File: src/rtl/scroller_pkg.sv
// Shared types and constants for the code word scroller: 2-bit character
// codes, the run/hold state type and the reset word pattern.
package scroller_pkg;

    typedef logic [1:0] code_t;

    localparam code_t CODE_D = 2'b00;
    localparam code_t CODE_E = 2'b01;
    localparam code_t CODE_1 = 2'b10;
    localparam code_t CODE_0 = 2'b11;

    typedef enum logic {
        HOLD = 1'b0,
        RUN  = 1'b1
    } state_t;

    // Reset word repeats "dE10" from the leftmost display of each group of four.
    function automatic code_t reset_code(input int idx);
        return code_t'(3 - (idx % 4));
    endfunction

endpackage

File: src/rtl/code_word_scroller_tick_prescaler.sv
// Rotation-rate prescaler: counts 0..TICK_DIV-1 while run is high and
// flags the terminal count combinationally so the caller rotates on that edge.
module tick_prescaler #(
    parameter int TICK_DIV = 50000000
) (
    input  logic clk,
    input  logic reset,
    input  logic run,
    input  logic clear,
    output logic wrap
);

    localparam int CW = (TICK_DIV > 2) ? $clog2(TICK_DIV) : 1;
    localparam logic [CW-1:0] LAST = CW'(TICK_DIV - 1);
    localparam logic [CW-1:0] ONE  = CW'(1);

    logic [CW-1:0] count_reg;
    logic [CW-1:0] count_next;

    always_comb begin
        wrap       = run && (count_reg == LAST);
        count_next = count_reg;
        if (clear || wrap) begin
            count_next = '0;
        end else if (run) begin
            count_next = count_reg + ONE;
        end
        // Outside RUN the count is frozen, so a pause resumes mid-interval.
    end

    always_ff @(posedge clk) begin
        if (reset) begin
            count_reg <= '0;
        end else begin
            count_reg <= count_next;
        end
    end

endmodule

File: src/rtl/code_word_scroller.sv
// Rotates one 2-bit character code per display across N_DISP displays.
// Optional macro SCROLLER_LAP_COUNT_EN adds an 8-bit lap_count output.
module code_word_scroller
    import scroller_pkg::*;
#(
    parameter int N_DISP   = 4,
    parameter int TICK_DIV = 50000000
) (
    input  logic                        clk,
    input  logic                        reset,
    input  logic                        enable,
    input  logic                        dir,
    input  logic                        step,
    input  logic                        load,
    input  logic [2*N_DISP-1:0]         codes_in,
    output logic [2*N_DISP-1:0]         codes,
    output logic [$clog2(N_DISP)-1:0]   pos,
    output logic                        tick
`ifdef SCROLLER_LAP_COUNT_EN
    ,
    output logic [7:0]                  lap_count
`endif
);

    localparam int PW = $clog2(N_DISP);
    localparam logic [PW-1:0] LAST_POS = PW'(N_DISP - 1);
    localparam logic [PW-1:0] ONE_POS  = PW'(1);

    state_t state_reg, state_next;
    logic   step_q_reg;
    logic   auto_wrap;
    logic   manual_rot;
    logic   rotate;

    logic [2*N_DISP-1:0] codes_reg, codes_next;
    logic [2*N_DISP-1:0] rot_left, rot_right, reset_word;
    logic [PW-1:0]       pos_reg, pos_next;
    logic                pos_wraps;
    logic                tick_reg;

    tick_prescaler #(
        .TICK_DIV (TICK_DIV)
    ) u_prescaler (
        .clk   (clk),
        .reset (reset),
        .run   (state_reg == RUN),
        .clear (load),
        .wrap  (auto_wrap)
    );

    genvar gi;
    generate
        for (gi = 0; gi < N_DISP; gi++) begin : g_slot
            assign rot_left[2*gi +: 2]   = codes_reg[2*((gi + N_DISP - 1) % N_DISP) +: 2];
            assign rot_right[2*gi +: 2]  = codes_reg[2*((gi + 1) % N_DISP) +: 2];
            assign reset_word[2*gi +: 2] = reset_code(gi);
        end
    endgenerate

    // Next-state and rotation decode; the step edge only counts while holding.
    always_comb begin
        state_next = enable ? RUN : HOLD;
        manual_rot = (state_reg == HOLD) && step && !step_q_reg;
        rotate     = auto_wrap || manual_rot;
    end

    always_comb begin
        codes_next = codes_reg;
        pos_next   = pos_reg;
        pos_wraps  = 1'b0;
        if (load) begin
            codes_next = codes_in;
            pos_next   = '0;
        end else if (rotate) begin
            if (dir) begin
                codes_next = rot_right;
                pos_wraps  = (pos_reg == '0);
                pos_next   = pos_wraps ? LAST_POS : pos_reg - ONE_POS;
            end else begin
                codes_next = rot_left;
                pos_wraps  = (pos_reg == LAST_POS);
                pos_next   = pos_wraps ? '0 : pos_reg + ONE_POS;
            end
        end
    end

    always_ff @(posedge clk) begin
        if (reset) begin
            state_reg  <= HOLD;
            step_q_reg <= 1'b0;
            codes_reg  <= reset_word;
            pos_reg    <= '0;
            tick_reg   <= 1'b0;
        end else begin
            state_reg  <= state_next;
            step_q_reg <= step;
            codes_reg  <= codes_next;
            pos_reg    <= pos_next;
            tick_reg   <= rotate && !load;
        end
    end

`ifdef SCROLLER_LAP_COUNT_EN
    logic [7:0] lap_reg;

    always_ff @(posedge clk) begin
        if (reset || load) begin
            lap_reg <= '0;
        end else if (rotate && pos_wraps) begin
            lap_reg <= lap_reg + 8'd1;
        end
    end

    assign lap_count = lap_reg;
`endif

    assign codes = codes_reg;
    assign pos   = pos_reg;
    assign tick  = tick_reg;

endmodule

File: config.mk
export PLATFORM = sky130hd
export DESIGN_NAME = code_word_scroller
export DESIGN_NICKNAME = d
export VERILOG_FILES = /design/src/rtl/scroller_pkg.sv /design/src/rtl/code_word_scroller_tick_prescaler.sv /design/src/rtl/code_word_scroller.sv
export SDC_FILE = /design/constraint.sdc
export NUM_CORES = 1
export LEC_CHECK = 0
export ABC_AREA = 1
export CAP_MARGIN = 5
export CORE_AREA = 3 3 77 61
export CTS_CLUSTER_SIZE = 28
export DETAILED_ROUTE_END_ITERATION = 8
export DIE_AREA = 0 0 80 64
export PLACE_DENSITY = 0.77
export RECOVER_POWER = 50
export SETUP_SLACK_MARGIN = 0.5
export SLEW_MARGIN = 0
export SYNTH_ARGS = -nofsm -noshare
export SYNTH_HDL_FRONTEND = slang
export SYNTH_SLANG_ARGS = --single-unit
File: constraint.sdc
create_clock -name clk -period 1.6 [get_ports clk]
set_input_delay 0.16 -clock clk [delete_from_list [all_inputs] [get_ports clk]]
set_output_delay 0.16 -clock clk [all_outputs]
set_load 0.005 [all_outputs]
; ---- Yosys cells after proc, flatten, opt, wreduce, memory -nomap -nowiden
; Index checks and enable logic that the tools add are counted.
[word_totals]
regBits = 39
latch_bits = 0
mem_bits_rw = 0
rom_bits = 0
output_inout_bits = 11
wordCells = 31
n_memories = 0
[classes]
addsub = 3
n_mul = 0
n_div = 0
n_lt_le_gt_ge = 0
n_eq_ne = 2
shifts = 0
muxes = 7
bitwise = 1
reduce_logical = 12
[op_table]
columns = op, n
row1 = $add A26 B1 Y26 const B, 1
row2 = $eq A26 B26 Y1 const B, 1
row3 = $mux W8, 3
row4 = $mux W2, 3
row5 = $logic_and A1 B1 Y1, 4
row6 = $reduce_or A2 Y1, 2
row7 = $add A2 B1 Y2 const B, 1
row8 = $eq A2 B2 Y1 const B, 1
row9 = $logic_not A1 Y1, 2
row10 = $logic_not A2 Y1, 1
row11 = $logic_or A1 B1 Y1, 2
row12 = $reduce_bool A2 Y1, 1
row13 = $sub A2 B1 Y2 const B, 1
row14 = $mux W1, 1
row15 = $not A1 Y1, 1

; ---- Longest topological paths before layout
[logic_depth]
word_depth = 6
ltp_mapped = 11
ltp_nobuf = 10

; ---- Cells and area by module
; Synthesis repeated with hierarchy kept, for this count alone.
[hier_totals]
hier_cells = 362
area_unflattened_um2 = 2284.7
[modules_own_cells]
columns = module, n_inst, cells_per_inst, area_each_um2, seq_area_each_um2
row1 = tick_prescaler, 1, 241, 1540.2, 520.5
row2 = code_word_scroller, 1, 121, 744.5, 260.2

; ---- Worst setup path before layout
; No wires, ideal clock.
[synth_timing]
path_type = register to register
start = register u_prescaler.count_reg[0]
end = register u_prescaler.count_reg[18]
arrival_ps = 1162
path_slack_ps = 325
path_stages_with_launch = 11
n_path_buf = 0
synth_period_minus_slack_ps = 1275
path_cell_list = dfxtp_1 -> ha_1 -> nand3_1 -> nor2_1 -> nand2_2 -> inv_2 -> nand3_2 -> nor2_2 -> nand2_1 -> nand2_1 -> nor2_1
[synth_via]
elab_chain_len = 4
[synth_lines]
columns = item, line_no
row1 = from (decl), code_word_scroller_tick_prescaler.sv:17  ; logic [CW-1:0] count_reg;
row2 = from (signal assigned), code_word_scroller_tick_prescaler.sv:35  ; count_reg <= count_next;
row3 = branches (longest 4 deep; another with $add A26 B1 Y26), n/a
; Several ways; the timed one is not identified.
; A chain may end at the register's enable or synchronous reset.

; ---- Worst setup path in the final report
[layout_timing]
start = register u_prescaler.count_reg[9]
end = register u_prescaler.count_reg[14]
; Same word-level chain as after synthesis.

==> results.md <==
Run status
• status: complete, but fails checks
• violated checks: DRC

Clock tree
• clock-pin slew on the worst setup and hold paths: 0.10 ns
• total CTS buffers: 5
• root buffer cell: sky130_fd_sc_hd__clkbuf_8
• number of hold-repair buffers added at the cts stage: 0
• maximum root-to-sink buffer count: 2
• insertion delay of the later-clocked pin in the worst-skew pair: 0.32 ns
• CTS Sinks: 39
• H-tree levels: 2
• CTS tree: done

Job
• max-capacitance violation count: 0

Logic synthesis
• Synth top area share: 35.2%
• post-synth design cell area: 0.00222 mm²
• count of flip-flops with a built-in enable after synthesis: 0
• simple-gate share of the synthesized area: 43.0%
• proportion of synthesized area in mux cells: 1.35%
• fraction of registers with async set or reset after synthesis: 0%
• register bit total from synthesis: 39
• Unique masters post-synth: 32
• adder-cell share of the synthesized area: 1.69%
• compound-gate portion of the synthesized area: 5.41%
• cell type contributing the most total cell area after synthesis: sky130_fd_sc_hd__dfxtp_1
• cell types with the highest counts after synthesis: sky130_fd_sc_hd__nand2_1, sky130_fd_sc_hd__nor2_1, sky130_fd_sc_hd__dfxtp_1, sky130_fd_sc_hd__inv_1, sky130_fd_sc_hd__nand3_1
• parity-gate share of the synthesized area counting xor and xnor cells: 3.95%
• prevailing post-synth register cell: sky130_fd_sc_hd__dfxtp_1
• mean area per synthesized cell: 6.68 µm²
• top cells by area, synth: sky130_fd_sc_hd__dfxtp_1, sky130_fd_sc_hd__nand2_1, sky130_fd_sc_hd__nor2_1
• number of synthesis warnings: 0
• main combinational cell family by area after synthesis: simple AND/OR/NAND/NOR gates
• proportion of synthesized chip area in sequential cells: 35.2%
• nets in the synthesized netlist: 349
• most frequent cell after synthesis: sky130_fd_sc_hd__nand2_1
• cell count after synthesis: 332

Finish
• Nets: 423
• share of post-route cells with drive strength above 1: 37.8%
• number of antenna diodes: 0
• max FFs per register: 26
• area growth from synthesis to final layout: 50.6%
• filler cell count: 239

Pwr
• leakage power total: 1.47 nW
• Combinational Power Share: 13.0%
• switching power total: 0.582 mW
• Worst VDD drop: 0.656 mV
• Switching Share: 25.1%
• sequential fraction of design power: 43.0%
• Pwr Density: 693 mW/mm²
• PnR Total Power: 2.32 mW
• part of the total power dissipated in the clock network: 44.0%
• Internal Pwr Total: 1.74 mW

Routing
• routed length per instance: 17.7 µm
• total routed wirelength: 8.18 mm
• DRC violation count after routing: 1
• 1st-pass router iterations: 8
• number of nets with antenna violations after detailed routing: 0
• number of vias per cell after detailed routing: 5.71
• DRC marker count from the first detailed-route iteration: 264
• via count: 2,638

STA
• final hold viol count: 0
• number of failing setup endpoints in the final timing report: 0
• slew at the pin closest to its max-slew limit: 0.432 ns
• post-layout minimum cycle time: 1.53 ns
• Fmax achieved: 654 MHz
• setup total negative slack: 0 ns
• slew margin rel.: 71.1%
• Max Slew Vio Count: 0
• unrepaired setup endpoints after global routing: true
• post-route clock skew: 0.0211 ns
• final period utilization: 95.6%

Global route
• Congestion Overflow GR: 0
• global-route wire length before repair: 10.7 mm
• antenna violations before repair: 0
• Total Routing Usage GR: 26.7%
• via count of the first global-routing pass: 2,345
• maximum number of pins on one net before global-route repair: 14

Setup path
• critical path launch point type: flip-flop
• worst path required time: 1.83 ns
• Arr. time, crit path: 1.76 ns
• category of the critical setup timing path: reg -> reg
• kind of end point of the critical path: flip-flop
• Critical Path Fanout Max: 10

Die
• Floorplan Core Area: 0.00400 mm²
• initial standard-cell utilization of the core: 55.4%
• die outline height: 64 µm
• I/O pins: 25
• DIE WIDTH: 80 µm
• Row Count: 20
• Die Outline Area: 0.00512 mm²

Place
• half-perimeter wire length after placement: 4.03 mm
• final RePlAce weighted congestion: 0.993
• number of port buffers: 24

Min path
• worst min-delay path category: in -> reg

-- power groups by stage --
| stage | registers [mW] | logic [mW] | clock network [mW] |
|---|---|---|---|
| floorplan | 1.04 | 0.135 | 0 |
| global placement | 1.04 | 0.247 | 0 |
| detailed placement | 1.04 | 0.254 | 0 |
| CTS | 1.01 | 0.273 | 0.996 |
| global route | 1.00 | 0.326 | 1.04 |
| finish | 0.996 | 0.301 | 1.02 |
-- kinds of logic after synthesis --
| family | count (synthesis) |
|---|---|
| AO/OA/AOI/OAI | 23 |
| flip-flops | 39 |
| multiplexers | 3 |
| adder cells (fa/ha/maj) | 3 |
| buffers and inverters | 48 |
| AND/OR/NAND/NOR | 206 |
| XOR/XNOR | 10 |
-- final cells by class --
class	count	area [µm²]	area share [%]
Multi-Input combinational cell	245	1490	44.7
Sequential cell	39	848	25.4
Timing Repair Buffer	75	643	19.2
Inverter	40	155	4.64
Clock buffer	6	72.6	2.17
Tap cell	55	68.8	2.06
Clock inverter	2	60.1	1.80
-- routing by layer --
metal,GRT usage (%),part of all wire (%)
met3,5.07,7.7
met1,34.5,39
met2,44.1,49
met5,0,0
met4,9.70,4.2
-- path summary, 6_finish.rpt --
| kind | end | slack (ns) | depth (start not counted) | from |
|---|---|---|---|---|
| worst max-delay path | u_prescaler.count_reg[14] | 0.07 | 10 | u_prescaler.count_reg[9] |
| worst min-delay path | state_reg | 0.36 | 3 | enable |
| worst max register to register | u_prescaler.count_reg[14] | 0.07 | 10 | u_prescaler.count_reg[9] |
| worst min register to register | u_prescaler.count_reg[20] | 0.51 | 2 | u_prescaler.count_reg[20] |
-- cells in the final DEF, fill, tap and decap left out, types with 14 or more instances in the layout --
master | synthesis | layout
sky130_fd_sc_hd__nand2_2 | 4 | 16
sky130_fd_sc_hd__nor2_2 | 6 | 14
sky130_fd_sc_hd__buf_4 | 0 | 43
sky130_fd_sc_hd__nor2_1 | 59 | 41
sky130_fd_sc_hd__dfxtp_1 | 39 | 15
sky130_fd_sc_hd__inv_1 | 35 | 27
sky130_fd_sc_hd__dfxtp_4 | 0 | 15
sky130_fd_sc_hd__nand2_1 | 85 | 69
sky130_fd_sc_hd__nand3_1 | 22 | 18
-- through the flow --
step | setup slack [ns] | hold WS, ns | utilization [%] | cells | cell area, µm²
finish | 0.0702 | 0.358 | 83.5 | 462 | 3340
CTS | 0.253 | 0.365 | 77.1 | 443 | 3090
global route | 0.00833 | 0.401 | 83.5 | 462 | 3340
floorplan | 0.334 | 0.224 | - | 332 | 2280
detailed placement | 0.0450 | 0.483 | 65.9 | 415 | 2640
global placement | 0.168 | 0.477 | 65.9 | 415 | 2640
-- worst max-delay path, stage by stage, from the launching register on --
cell and delay, ns:
sky130_fd_sc_hd__dfxtp_2 0.38, sky130_fd_sc_hd__inv_2 0.08, sky130_fd_sc_hd__nand2_1 0.10, sky130_fd_sc_hd__nor2_2 0.05, sky130_fd_sc_hd__nand2_2 0.08, sky130_fd_sc_hd__nor2_4 0.04
sky130_fd_sc_hd__nand2_4 0.13, sky130_fd_sc_hd__nand2_8 0.10, sky130_fd_sc_hd__inv_2 0.20, sky130_fd_sc_hd__nand2_1 0.09, sky130_fd_sc_hd__nor2_1 0.19
-- repair_timing --
item | CTS | global route
pin swaps | 17 | 22
setup endpoints to repair | 48 | 38
gates cloned | 1 | 1
gates resized for setup | 73 | 53
setup buffers | 19 | 18
Power figures use the tool's default switching activity.
